## config.mk

```make
export PLATFORM = sky130hd
export DESIGN_NAME = instruction_fetch_unit
export DESIGN_NICKNAME = d
export VERILOG_FILES = /design/src/rtl/instruction_fetch_unit_pkg.sv /design/src/rtl/instruction_fetch_unit_fetch_queue.sv /design/src/rtl/instruction_fetch_unit.sv
export SDC_FILE = /design/constraint.sdc
export NUM_CORES = 1
export LEC_CHECK = 0
export CORE_MARGIN = 5
export CORE_UTILIZATION = 45
export DETAILED_ROUTE_END_ITERATION = 12
export DONT_BUFFER_PORTS = 1
export PLACE_DENSITY = 0.68
export SLEW_MARGIN = 5
export SYNTH_ARGS = -nofsm -noshare
export SYNTH_HDL_FRONTEND = slang
export SYNTH_HIERARCHICAL = 1
export SYNTH_SLANG_ARGS = --single-unit
export TNS_END_PERCENT = 10
```

## constraint.sdc

```tcl
create_clock -name Clk -period 4 [get_ports Clk]
set_input_delay 0.8 -clock Clk [delete_from_list [all_inputs] [get_ports Clk]]
set_output_delay 0.8 -clock Clk [all_outputs]
set_load 0.02 [all_outputs]
```

## src/rtl/instruction_fetch_unit_pkg.sv

```systemverilog
// Shared constants and the prefetch-queue entry record for the instruction fetch unit.
package instruction_fetch_unit_pkg;

  localparam int          WORD_W           = 32;
  localparam int          INSTR_BYTES      = 4;
  localparam logic [31:0] DEFAULT_RESET_PC = 32'h0000_0000;

  typedef struct packed {
    logic [WORD_W-1:0] instr;
    logic [WORD_W-1:0] pc_plus4;
  } queue_entry_t;

endpackage

```

## src/rtl/instruction_fetch_unit_fetch_queue.sv

```systemverilog
// Circular prefetch queue with synchronous push/pop/flush; occupancy is tracked by an explicit count.
module fetch_queue
  import instruction_fetch_unit_pkg::*;
#(
  parameter int DEPTH = 4
) (
  input  logic                     clk,
  input  logic                     reset,
  input  logic                     flush,
  input  logic                     push,
  input  queue_entry_t             push_entry,
  input  logic                     pop,
  output queue_entry_t             head_entry,
  output logic [$clog2(DEPTH):0]   count
);

  localparam int PW = $clog2(DEPTH);
  localparam int CW = $clog2(DEPTH) + 1;

  queue_entry_t   mem_q [DEPTH];
  queue_entry_t   mem_d [DEPTH];
  logic [PW-1:0]  head_q, head_d;
  logic [PW-1:0]  tail_q, tail_d;
  logic [CW-1:0]  count_q, count_d;

  always_comb begin
    mem_d   = mem_q;
    head_d  = head_q;
    tail_d  = tail_q;
    count_d = count_q;
    if (flush) begin
      head_d  = '0;
      tail_d  = '0;
      count_d = '0;
    end else begin
      if (push) begin
        mem_d[tail_q] = push_entry;
        tail_d        = tail_q + PW'(1);
      end
      if (pop) begin
        head_d = head_q + PW'(1);
      end
      // Simultaneous push and pop leaves occupancy unchanged, even when full.
      case ({push, pop})
        2'b10:   count_d = count_q + CW'(1);
        2'b01:   count_d = count_q - CW'(1);
        default: count_d = count_q;
      endcase
    end
  end

  always_ff @(posedge clk) begin
    if (reset) begin
      head_q  <= '0;
      tail_q  <= '0;
      count_q <= '0;
    end else begin
      head_q  <= head_d;
      tail_q  <= tail_d;
      count_q <= count_d;
    end
  end

  always_ff @(posedge clk) begin
    mem_q <= mem_d;
  end

  assign head_entry = (count_q != '0) ? mem_q[head_q] : '0;
  assign count      = count_q;

endmodule

```

## src/rtl/instruction_fetch_unit.sv

```systemverilog
// Instruction fetch unit: PC register, fetch/pop/redirect control, feeding a prefetch queue.
module instruction_fetch_unit
  import instruction_fetch_unit_pkg::*;
#(
  parameter int          FIFO_DEPTH = 4,
  parameter logic [31:0] RESET_PC   = DEFAULT_RESET_PC
) (
  input  logic                        Clk,
  input  logic                        Reset,
  output logic [WORD_W-1:0]           Address,
  input  logic [WORD_W-1:0]           Instruction,
  input  logic                        BranchTaken,
  input  logic [WORD_W-1:0]           BranchTarget,
  input  logic                        OutReady,
  output logic                        OutValid,
  output logic [WORD_W-1:0]           OutInstruction,
  output logic [WORD_W-1:0]           OutPCPlus4,
  output logic [$clog2(FIFO_DEPTH):0] Count
);

  localparam int               CW         = $clog2(FIFO_DEPTH) + 1;
  localparam logic [CW-1:0]    FULL_COUNT = CW'(FIFO_DEPTH);

  logic [WORD_W-1:0] pc_q, pc_d;
  logic              fetch;
  logic              pop;
  queue_entry_t      push_entry;
  queue_entry_t      head_entry;
  logic [CW-1:0]     count;

  assign Address = {pc_q[WORD_W-1:2], 2'b00};

  // A pop frees a slot in the same cycle, so a full queue can still accept a fetch.
  always_comb begin
    pop        = (count != '0) && OutReady && !BranchTaken;
    fetch      = !BranchTaken && ((count < FULL_COUNT) || pop);
    push_entry = '{instr: Instruction, pc_plus4: Address + WORD_W'(INSTR_BYTES)};
    pc_d       = pc_q;
    if (BranchTaken) begin
      pc_d = {BranchTarget[WORD_W-1:2], 2'b00};
    end else if (fetch) begin
      pc_d = Address + WORD_W'(INSTR_BYTES);
    end
  end

  always_ff @(posedge Clk) begin
    if (Reset) begin
      pc_q <= RESET_PC;
    end else begin
      pc_q <= pc_d;
    end
  end

  fetch_queue #(
    .DEPTH (FIFO_DEPTH)
  ) u_fetch_queue (
    .clk        (Clk),
    .reset      (Reset),
    .flush      (BranchTaken),
    .push       (fetch),
    .push_entry (push_entry),
    .pop        (pop),
    .head_entry (head_entry),
    .count      (count)
  );

  assign OutValid       = (count != '0);
  assign OutInstruction = head_entry.instr;
  assign OutPCPlus4     = head_entry.pc_plus4;
  assign Count          = count;

endmodule
```

; ---- Word-level counts from Yosys, hierarchy flattened
; Cells that the tools add are included.
[word_totals]
register_bits = 295
inputBits = 68
output_inout_bits = 100
wordCells = 48
[op_classes]
add_sub_neg = 5
order_cmp = 4
n_eq_ne = 2
mux = 10
bitwise_logic = 3
reduce_logical = 11
[ops]
columns = cell, n
row1 = $bwmux 256, 1
row2 = $mux 64, 4
row3 = $bmux 64 s2, 1
row4 = $demux 64 s2, 1
row5 = $mux 32, 2
row6 = $add 32x3->32 const B, 1
row7 = $ge 3x3->1 const B, 2
row8 = $not 2->3, 2
row9 = $pmux 3 s2, 1
row10 = $add 2x1->2 const B, 2
row11 = $logic_and 1x1->1, 4
row12 = $reduce_bool 2->1, 2
row13 = $add 3x1->3 const B, 1
row14 = $lt 3x1->1 const B, 1
row15 = $lt 3x3->1 const B, 1
row16 = $reduce_bool 3->1, 1
row17 = $sub 3x1->3 const B, 1
row18 = $eq 2x1->1 const B, 1
row19 = $eq 2x2->1 const B, 1
row20 = $reduce_and 2->1, 1
row21 = $reduce_or 2->1, 1
row22 = $logic_not 1->1, 1
row23 = $logic_or 1x1->1, 1
row24 = $not 1->1, 1

; ---- Longest topological paths before layout
; Gate-level depths: netlist of the first run.
[logic_depth]
depth_word = 7
depth_mapped = 11
mapped_depth_nobuf = 9

; ---- By module
; The synthesis of the first run kept the hierarchy.
[by_module_without_submodules]
columns = module, n_inst, cells_each, area_per_inst_um2, seq_area_each_um2
row1 = fetch_queue, 1, 449, 10055.9, 7827.5
row2 = instruction_fetch_unit, 1, 319, 2401.1, 600.6

; ---- Least setup slack after synthesis of the first run
; No wires, ideal clock.
[synth_path]
path_type = input-to-reg
from = input BranchTaken
to = register u_fetch_queue/mem_q[0] (netlist name), enable pin
setup_ps = 429
arrival_ps = 3181
t_required_ps = 3571
setup_slack_ps = 390
cell_stages = 6
cell_sequence = clkbuf_1 clkbuf_1 nor2_1 inv_1 nor2_1 and2_1
[synth_between]
elab_chain_cells = 5
elab_cells_between_ends = 6
cone_classes = bitwise (1) / reduce/logical (5)
[synth_lines]
columns = item, line
row1 = "start, declared", instruction_fetch_unit.sv:12  ; input logic BranchTaken,
row2 = $logic_not 1->1 *, "instruction_fetch_unit.sv:35, instruction_fetch_unit.sv:36"
row3 = $logic_and 1x1->1, instruction_fetch_unit.sv:35  ; pop = (count != '0) && OutReady && !BranchTaken;
row4 = $logic_or 1x1->1, instruction_fetch_unit.sv:36  ; fetch = !BranchTaken && ((count < FULL_COUNT) || pop);
row5 = $logic_and 1x1->1 *, instruction_fetch_unit.sv:36
row6 = named net fetch, instruction_fetch_unit.sv:25  ; logic fetch;
row7 = $reduce_and 2->1 (no source line) *, n/a
row8 = "end signal, assigned", instruction_fetch_unit_fetch_queue.sv:65  ; mem_q <= mem_d;
row9 = "end, declared", instruction_fetch_unit_fetch_queue.sv:20  ; queue_entry_t mem_q [DEPTH];
; Mark *: on every way through the listed nets, which the timed path passes. The rest lies on a longest branch.
; A chain may end at the register's enable or synchronous reset.

; ---- Final worst setup path of the first run
[layout_path]
from = register u_fetch_queue.head_q[1]
to = output OutPCPlus4[0]
[layout_between]
elab_chain_cells = 5
[layout_lines]
columns = item, line
row1 = "start, declared", instruction_fetch_unit_fetch_queue.sv:22  ; logic [PW-1:0] head_q, head_d;
row2 = "start signal, assigned", instruction_fetch_unit_fetch_queue.sv:54  ; head_q <= '0;
row3 = "start signal, assigned", instruction_fetch_unit_fetch_queue.sv:58  ; head_q <= head_d;
row4 = $not 2->3 (implied by the code), instruction_fetch_unit_fetch_queue.sv:68  ; assign head_entry = (count_q != '0) ? mem_q[head_q] : '0;
row5 = $bmux 64 s2, instruction_fetch_unit_fetch_queue.sv:68
row6 = $mux 64 (implied by the code) (2 in a row), instruction_fetch_unit_fetch_queue.sv:68
row7 = $mux 64, instruction_fetch_unit_fetch_queue.sv:68
row8 = "end, declared", instruction_fetch_unit.sv:17  ; output logic [WORD_W-1:0] OutPCPlus4,
; No other way between the ends. The select of a mux whose other input is x is not followed.

==> flow_metrics.py, run 1 <==
metrics = {
    "grt": {
        "grt_pass1_vias": 6948,
        "grt_max_degree": 39,
        "grt_overflow": 0,
        "antenna_found_initial": 0,
        "track_usage_pct": 16.8,
        "grt_pass1_wl_mm": 40.9,
    },
    "min_path": {
        "hold_start": "Reset",
        "hp-class": "in -> reg",
        "min_path_cells": 1,
        "min_to": "pc_q[20]",
    },
    "setup_path": {
        "r2r_cells": 7,
        "timing.rr.start": "u_fetch_queue/count[2]",
        "start_kind": "register",
        "cp_slowest_cell": "dfxtp_4",
        "crit_arrival_ns": 2.33,
        "crit_path_end_kind": "primary output",
        "cp_max_fo": 35,
        "reg2reg_setup_slack_ns": 1.24,
        "reg2reg_to": "u_fetch_queue/mem_q[172]",
        "cpPeakStageDelay_ns": 0.74,
        "crit_chain": "buf_4 > mux4_2 > nor2b_1",
        "worstSetupPathType": "reg -> out",
        "worst-endpoint-required_ns": 3.20,
    },
    "drt": {
        "ant_nets": 0,
        "drtPass1Iterations": 5,
        "routed_wl_mm": 26.5,
        "num_vias": 6734,
        "viasPerCell": 5.72,
        "drt-wirelength-per-cell_um": 22.6,
        "drcViolationCount": 0,
        "drt_iter0_drc": 392,
    },
    "clocking": {
        "cts_sinks": 293,
        "clk_path_buf_depth": 3,
        "htreeDepth": 1,
        "clk_root_buffer_cell": "clkbuf_16",
        "cts.hold.buffers_added": 0,
        "cts_tree": "built",
        "post_cts_buffers": 0,
        "clk_pin_slew_ns": 0.06,
        "cts-resized-gates": 0,
        "clock_latency_ns": 0.55,
        "cts_inserted_buffers": 31,
    },
    "placement": {
        "placed_cell_area_um2": 12900,
        "port-buffer-count": 0,
        "place.gp.congestion": 0.842,
        "hpwlAfterDp_mm": 17.0,
    },
    "die": {
        "ios": 168,
        "core_um2": 27600,
        "die_h_um": 176,
        "die_x_um": 176,
        "start_util_pct": 45.2,
        "die_area_um2": 31100,
        "fp-row-count": 61,
    },
    "synthesis": {
        "yosys.area.top_type_share_pct": 61.7,
        "ys_seq_elements": 293,
        "synthCells": 768,
        "netlist_top_cells_count": "edfxtp_1 (256), nor2b_1 (68), mux4_2 (64), dfxtp_1 (37), nor2_1 (37)",
        "synth_area_leader_cell": "edfxtp_1",
        "yosys_warnings": 6,
        "synth_area_um2": 12500,
        "synthFlopType": "edfxtp_1",
        "yosysSeqAreaShare_pct": 67.7,
        "avgSynthCellArea_um2": 16.2,
        "synth-edff-count": 256,
        "yosys-top-cells-area": "edfxtp_1 (62%), mux4_2 (12%), dfxtp_1 (5.9%), nor2b_1 (3.4%), xnor2_1 (1.6%)",
        "yosys.cell_count.top_type": "edfxtp_1",
        "synth.distinct_cells": 56,
        "postSynth.asyncResetShare_pct": 0,
    },
    "timing": {
        "fmax_mhz": 319,
        "setup_tns_ns": 0,
        "min_period_over_period_pct": 78.3,
        "layout_min_cycle_time_ns": 3.13,
        "setup_viol": 0,
        "clock_skew_ns": 0.0229,
        "slew_viol_final": 0,
        "rsz0062_at_grt": "false",
        "finalHoldViolCount": 0,
        "worst_pin_slew_ns": 0.660,
        "max_slew_margin_pct": 55.8,
    },
    "status": {
        "status": "finished clean",
    },
    "power_and_ir_drop": {
        "power.density_nw_per_um2": 478,
        "peakVddDrop_mv": 0.378,
        "total_leakage_power_nw": 4.36,
    },
    "cells_and_area": {
        "num_antenna_cells": 0,
        "nets": 850,
        "layout-drive-gt1-share_pct": 18.0,
        "final_area_um2": 13900,
        "areaGrowthSynthToFinish_pct": 12.0,
    },
    "flow_run": {
        "maxCapViolCount": 0,
    },
}
[registers in the layout, indices dropped and copies added (netlist names)]
signal / flops
u_fetch_queue/tail_q: 2
pc_q: 30
u_fetch_queue/count: 3
u_fetch_queue/mem_q: 256
u_fetch_queue/head_q: 2
[layout make-up]
class	instances	area (um^2)
multi-input cells	417	3750
clock inverters	16	188
clock buffers	41	853
repair buffers	16	183
well taps	378	473
flip-flops and latches	293	8440
inverters	16	60.1
fillers	2302	13600
[how the worst max path moves through the flow]
stage	start	to	slack, ns	cells after the start
2_1_floorplan	BranchTaken	u_fetch_queue/mem_q[0]	0.39	6
3_3_place_gp	OutReady	u_fetch_queue/mem_q[99]	1.14	7
6_report	u_fetch_queue/head_q[1]	OutPCPlus4[0]	0.87	3
4_1_cts	u_fetch_queue/head_q[1]	OutPCPlus4[0]	0.80	3
5_1_grt	u_fetch_queue/head_q[1]	OutPCPlus4[7]	0.74	3
3_5_place_dp	OutReady	u_fetch_queue/mem_q[172]	1.11	7
[cells in the final DEF, fill, tap and decap left out, types with 5 or more instances in the layout]
master and count:
inv_1 16, a311oi_1 10, xnor2_1 23, dfxtp_1 35
nor2_1 37, nor4_1 12, nor2b_1 67, nand4_1 13
a211oi_1 8, conb_1 10, buf_4 11, nand3_1 16
a31oi_1 5, nor3_1 14, and2_1 5, buf_12 5
and3_1 8, ha_1 6, xor2_1 18, nand2_1 31
and4_1 6, a21oi_1 9, edfxtp_1 256, clkbuf_16 31
o21ai_0 5, mux4_2 64, clkbuf_1 6, or3_1 5
[worst max-delay path: cells and delay by family (launching register included)]
family,cells,cell delay (ns)
muxes,1,0.25
DFF,1,0.74
and+or+nand+nor,1,0.39
buffers and inverters,1,0.39
[where the power goes]
group          internal (mW)  leakage (nW)  switching [mW]
combinational          0.110          1.19           0.190
sequential              3.40          2.66          0.0966
clock                   1.75         0.505            1.12
[layer usage]
metal | routed length (um) | global-route usage [%] | part of all wire (%) | vias up
li1 | - | - | - | 3001
met2 | 12900 | 27.7 | 48 | 219
met4 | 538 | 4.32 | 2.0 | 0
met5 | 0 | 0 | 0 | -
met3 | 2540 | 5.85 | 9.6 | 47
met1 | 10600 | 21.5 | 40 | 3467
[per-stage QoR]
stage	utilization (%)	hold slack, ns	std cells	power (mW)	worst slack (ns)
floorplan	-	0.514	777	3.79	0.390
global placement	46.8	0.549	1120	3.86	1.14
detailed placement	46.8	0.550	1120	3.87	1.11
CTS	50.6	0.294	1177	6.77	0.797
global route	50.6	0.303	1177	6.93	0.742
finish	50.6	0.330	1177	6.67	0.870
[kinds of logic (layout without fill, tap and decap cells)]
| family | Yosys count | after routing | synth area share, % |
|---|---|---|---|
| DFF | 293 | 293 | 67.7 |
| and+or+nand+nor | 234 | 234 | 10.8 |
| buffers and inverters | 67 | 89 | 2.63 |
| muxes | 65 | 65 | 11.7 |
| AOI/OAI and AO/OA | 60 | 60 | 3.61 |
| xor gates and xnor gates | 41 | 41 | 2.88 |
| adders and majority gates | 7 | 7 | 0.763 |
| other | 1 | 10 | 0.0301 |
(Power assumes the default switching activity.)
==> run 2: changes to the inputs <==
clock period = 2.9 ns   (was 4 ns; I/O delays follow)
==> run 2 against run 1 <==
Net effect: global-route usage about the same; clock power up 49%; sequential share of layout area fell by 1.2 points; via count grew 0.79%; critical path depth unchanged; core utilization up 1.0 points; clock skew down 0.00068 ns; critical path type unchanged.
==> flow_metrics.py, run 2 (same netlist as run 1, synthesis figures left out) <==
metrics = {
    "grt": {
        "grt_pass1_vias": 6899,
        "grt_max_degree": 65,
        "antenna_found_initial": 1,
        "grt_pass1_wl_mm": 40.7,
        "grt_overflow": 0,
        "track_usage_pct": 16.8,
    },
    "die": {
        "die_area_um2": 31100,
        "die_h_um": 176,
        "start_util_pct": 45.2,
        "die_x_um": 176,
        "fp-row-count": 61,
        "ios": 168,
        "core_um2": 27600,
    },
    "cells_and_area": {
        "layout-drive-gt1-share_pct": 20.5,
        "n_fill_cell": 2264,
        "nets": 871,
        "areaGrowthSynthToFinish_pct": 14.3,
        "top_register": "u_fetch_queue/mem_q",
        "largest_reg_flops": 256,
        "finalNonFillerCells": 1198,
        "final_area_um2": 14200,
        "final_common_cell": "edfxtp_1",
        "num_antenna_cells": 0,
        "final_cell_mix": "edfxtp_1 (256), nor2b_1 (67), mux4_2 (64), nor2_1 (37), dfxtp_1 (35)",
    },
    "clocking": {
        "cts-resized-gates": 0,
        "cts_inserted_buffers": 31,
        "post_cts_buffers": 0,
        "cts.hold.buffers_added": 0,
        "clock_latency_ns": 0.55,
        "cts_tree": "built",
        "cts_sinks": 293,
        "htreeDepth": 1,
        "clk_root_buffer_cell": "clkbuf_16",
        "clk_path_buf_depth": 3,
        "clk_pin_slew_ns": 0.06,
    },
    "setup_path": {
        "timing.rr.start": "pc_q[16]",
        "crit_chain": "buf_12 > mux4_2 > nor2b_1",
        "worst-endpoint-required_ns": 2.32,
        "cp_slowest_cell": "mux4_2",
        "reg2reg_to": "u_fetch_queue/mem_q[153]",
        "r2r_cells": 4,
        "crit_arrival_ns": 2.07,
        "reg2reg_setup_slack_ns": 0.55,
        "worstSetupPathType": "reg -> out",
        "start_kind": "register",
        "cp_max_fo": 41,
        "crit_path_end_kind": "primary output",
        "cpPeakStageDelay_ns": 0.58,
    },
    "power_and_ir_drop": {
        "combinationalPowerShare_pct": 5.1,
        "power_switching_share_pct": 21.0,
        "p_int_mw": 7.53,
        "peakVddDrop_mv": 0.810,
        "total_leakage_power_nw": 4.53,
        "power_frac_clock_pct": 44.7,
        "pwr-share-seq_pct": 50.2,
        "p_switching_mw": 2.00,
        "power.density_nw_per_um2": 670,
    },
    "placement": {
        "placed_cell_area_um2": 13100,
        "hpwlAfterDp_mm": 17.0,
        "port-buffer-count": 0,
        "placedCellCount": 1141,
        "place.gp.congestion": 0.826,
    },
    "timing": {
        "finalHoldViolCount": 0,
        "slew_viol_final": 0,
        "min_period_over_period_pct": 91.5,
        "max_slew_margin_pct": 55.3,
        "worst_pin_slew_ns": 0.667,
        "clock_skew_ns": 0.0222,
        "fmax_mhz": 377,
        "rsz0062_at_grt": "false",
        "setup_viol": 0,
        "layout_min_cycle_time_ns": 2.65,
    },
    "min_path": {
        "hold_start": "Reset",
        "min_to": "pc_q[25]",
        "min_path_cells": 1,
        "hp-class": "in -> reg",
    },
    "drt": {
        "drt-wirelength-per-cell_um": 22.3,
        "drt_iter0_drc": 577,
        "drtPass1Iterations": 5,
        "num_vias": 6787,
        "drcViolationCount": 0,
        "viasPerCell": 5.67,
        "ant_nets": 0,
        "routed_wl_mm": 26.7,
    },
    "status": {
        "status": "finished clean",
    },
    "flow_run": {
        "maxCapViolCount": 0,
    },
}
run 2: cell count changes in the layout (fill, tap and decap cells not counted), sizes merged:
cell	previous run	this run
buf	16	37
bufinv	4	8
clkbuf	41	32
clkinv	10	15
clkinvlp	2	1
inv	16	17
run 2: worst max path at each step:
| stage | startpoint | to | slack [ns] | depth (start not counted) |
|---|---|---|---|---|
| 4_1_cts | u_fetch_queue/head_q[0] | OutInstruction[29] | 0.18 | 3 |
| 5_1_grt | u_fetch_queue/head_q[0] | OutInstruction[29] | 0.14 | 3 |
| 2_1_floorplan | BranchTaken | u_fetch_queue/mem_q[128] | -0.49 | 6 |
| 3_5_place_dp | OutReady | u_fetch_queue/mem_q[80] | 0.56 | 6 |
| 3_3_place_gp | OutReady | u_fetch_queue/mem_q[80] | 0.60 | 6 |
| 6_report | u_fetch_queue/head_q[0] | OutInstruction[29] | 0.25 | 3 |
run 2: power by group through the flow:
stage | clock network [mW] | logic [mW] | registers, mW
4_1_cts | 4.36 | 0.490 | 4.79
5_1_grt | 4.57 | 0.523 | 4.80
2_1_floorplan | 0 | 0.362 | 4.87
6_report | 4.27 | 0.483 | 4.79
3_3_place_gp | 0 | 0.478 | 4.87
3_5_place_dp | 0 | 0.488 | 4.88
run 2: critical path: cells and delay by family, from the launching register on:
| family | cells | cell delay, ns |
|---|---|---|
| and+or+nand+nor | 1 | 0.22 |
| DFF | 1 | 0.37 |
| muxes | 1 | 0.58 |
| buffers and inverters | 1 | 0.31 |
run 2: stage by stage:
| step | utilization [%] | hold WS (ns) | power (mW) | TNS [ns] | worst slack (ns) |
|---|---|---|---|---|---|
| after floorplan | - | 0.514 | 5.23 | -62.66 | -0.490 |
| after global placement | 47.6 | 0.553 | 5.35 | 0 | 0.596 |
| after detailed placement | 47.6 | 0.562 | 5.37 | 0 | 0.560 |
| after CTS | 51.7 | 0.0770 | 9.63 | 0 | 0.184 |
| after global routing | 51.7 | 0.0796 | 9.89 | 0 | 0.138 |
| final | 51.7 | 0.106 | 9.54 | 0 | 0.247 |
run 2: layout make-up:
type	count	area (um^2)	area share, %
clock buffers	32	779	5.48
clock inverters	25	343	2.41
inverters	16	60.1	0.422
multi-input cells	417	3750	26.4
flip-flops and latches	293	8440	59.3
well taps	378	473	3.32
repair buffers	37	390	2.74
run 2: layer usage:
| layer | wire (um) | GRT usage (%) | share of wire [%] |
|---|---|---|---|
| met2 | 13000 | 28.1 | 49 |
| met1 | 10900 | 22.1 | 41 |
| met5 | 13 | 0 | 0.049 |
| met3 | 2300 | 4.75 | 8.6 |
| met4 | 534 | 4.09 | 2.0 |
==> run 3: changes to the inputs <==
CORE_MARGIN = default   (was 5)
CORE_UTILIZATION = 42   (was 45)
PLACE_DENSITY = 0.64   (was 0.68)
==> run 3 against run 2 <==
Net effect: clock power shrank 15%; critical endpoint is now OutInstruction[21]; maximum frequency shrank 1.5%; register-to-register slack lost 0.07 ns.
==> flow_metrics.py, run 3 (same netlist as run 1, synthesis figures left out) <==
metrics = {
    "setup_path": {
        "worst-endpoint-required_ns": 2.32,
        "crit_path_end_kind": "primary output",
        "start_kind": "register",
        "startpoint": "u_fetch_queue/head_q[1]",
        "worstSetupPathType": "reg -> out",
        "cp_slowest_cell": "dfxtp_4",
        "cp_max_fo": 25,
        "crit_chain": "buf_4 > mux4_2 > nor2b_1",
        "cp_top_family": "flip-flops",
        "timing.critical_path.buf_inv": 1,
        "crit_arrival_ns": 2.11,
        "timing.rr.start": "pc_q[3]",
        "cpPeakStageDelay_ns": 0.46,
    },
    "timing": {
        "worst_pin_slew_ns": 0.606,
        "min_period_over_period_pct": 92.9,
        "finalHoldViolCount": 0,
        "setup_viol": 0,
        "slew_viol_final": 0,
        "hold-worst-slack_ns": 0.0966,
        "clock_skew_ns": 0.0211,
        "rsz0062_at_grt": "false",
        "layout_min_cycle_time_ns": 2.69,
        "setup_tns_ns": 0,
        "max_slew_margin_pct": 59.3,
        "fmax_mhz": 371,
    },
    "grt": {
        "grt_max_degree": 55,
        "track_usage_pct": 17.7,
        "grt_pass1_wl_mm": 41.0,
        "grt_overflow": 0,
        "antenna_found_initial": 2,
        "grt_pass1_vias": 6965,
    },
    "power_and_ir_drop": {
        "total_power_mw": 8.90,
        "power.density_nw_per_um2": 633,
        "peakVddDrop_mv": 0.422,
        "total_leakage_power_nw": 4.44,
    },
    "placement": {
        "port-buffer-count": 0,
        "place.gp.congestion": 0.804,
        "hpwlAfterDp_mm": 16.8,
        "placedCellCount": 1149,
    },
    "clocking": {
        "cts.hold.buffers_added": 0,
        "clk_path_buf_depth": 3,
        "cts-resized-gates": 0,
        "cts_tree": "built",
        "clk_root_buffer_cell": "clkbuf_16",
        "clk_pin_slew_ns": 0.07,
        "clock_latency_ns": 0.56,
        "post_cts_buffers": 0,
        "cts_sinks": 293,
        "cts_inserted_buffers": 30,
        "htreeDepth": 1,
    },
    "cells_and_area": {
        "nets": 872,
        "final_cell_mix": "edfxtp_1 (256), nor2b_1 (68), mux4_2 (64), nor2_1 (37), dfxtp_1 (35)",
        "areaGrowthSynthToFinish_pct": 12.8,
        "layout-drive-gt1-share_pct": 19.1,
        "largest_reg_flops": 256,
        "top_register": "u_fetch_queue/mem_q",
        "num_antenna_cells": 0,
        "final_common_cell": "edfxtp_1",
        "finalNonFillerCells": 1204,
    },
    "die": {
        "core_um2": 28900,
        "die_x_um": 174,
        "die_area_um2": 30400,
        "ios": 168,
        "fp-row-count": 62,
        "start_util_pct": 43.1,
        "die_h_um": 174,
    },
    "min_path": {
        "hp-class": "in -> reg",
        "hold_start": "Reset",
    },
    "drt": {
        "drt_iter0_drc": 366,
        "drt-wirelength-per-cell_um": 22.1,
        "viasPerCell": 5.58,
        "ant_nets": 0,
        "drcViolationCount": 0,
        "routed_wl_mm": 26.7,
        "drtPass1Iterations": 5,
        "num_vias": 6716,
    },
    "status": {
        "status": "finished clean",
    },
    "flow_run": {
        "maxCapViolCount": 0,
    },
}
[run 3: cell types whose count changed in the layout (fill, tap and decap cells not counted), sizes merged]
| cell | delta |
|---|---|
| bufinv | -6 |
| buf | +2 |
| clkinv | +2 |
| inv | -1 |
| clkbuf | +4 |
| clkinvlp | -1 |
[run 3: worst paths after layout]
kind | slack, ns | cells after the start | endpoint
max | 0.21 | 3 | OutInstruction[21]
min | 0.1 | 1 | pc_q[26]
max reg2reg | 0.48 | 5 | u_fetch_queue/mem_q[92]
min reg2reg | 0.56 | 2 | u_fetch_queue/tail_q[1]
[run 3: cell type report]
cell class,count,area (um^2)
Clock buffer,36,795
Clock inverter,19,138
Fill cell,2416,14900
Inverter,16,60.1
Multi-Input combinational cell,417,3750
Sequential cell,293,8440
Tap cell,384,480
Timing Repair Buffer,39,393
[run 3: routing by layer]
metal  share of wire, %  track usage, %
met5              0.086               0
met4                2.4            5.48
met3                9.1            5.97
met2                 48            28.4
met1                 41            22.6
[run 3: where the power goes]
group	internal (mW)	switching (mW)
combinational	0.173	0.298
clock	2.11	1.52
sequential	4.69	0.100
[run 3: metrics by stage]
stage	utilization, %	area [um^2]	setup slack [ns]
4_1_cts	48.6	14100	0.144
3_3_place_gp	45.3	13100	0.523
5_1_grt	48.6	14100	0.102
3_5_place_dp	45.3	13100	0.501
2_1_floorplan	-	12500	-0.490
6_report	48.6	14100	0.206
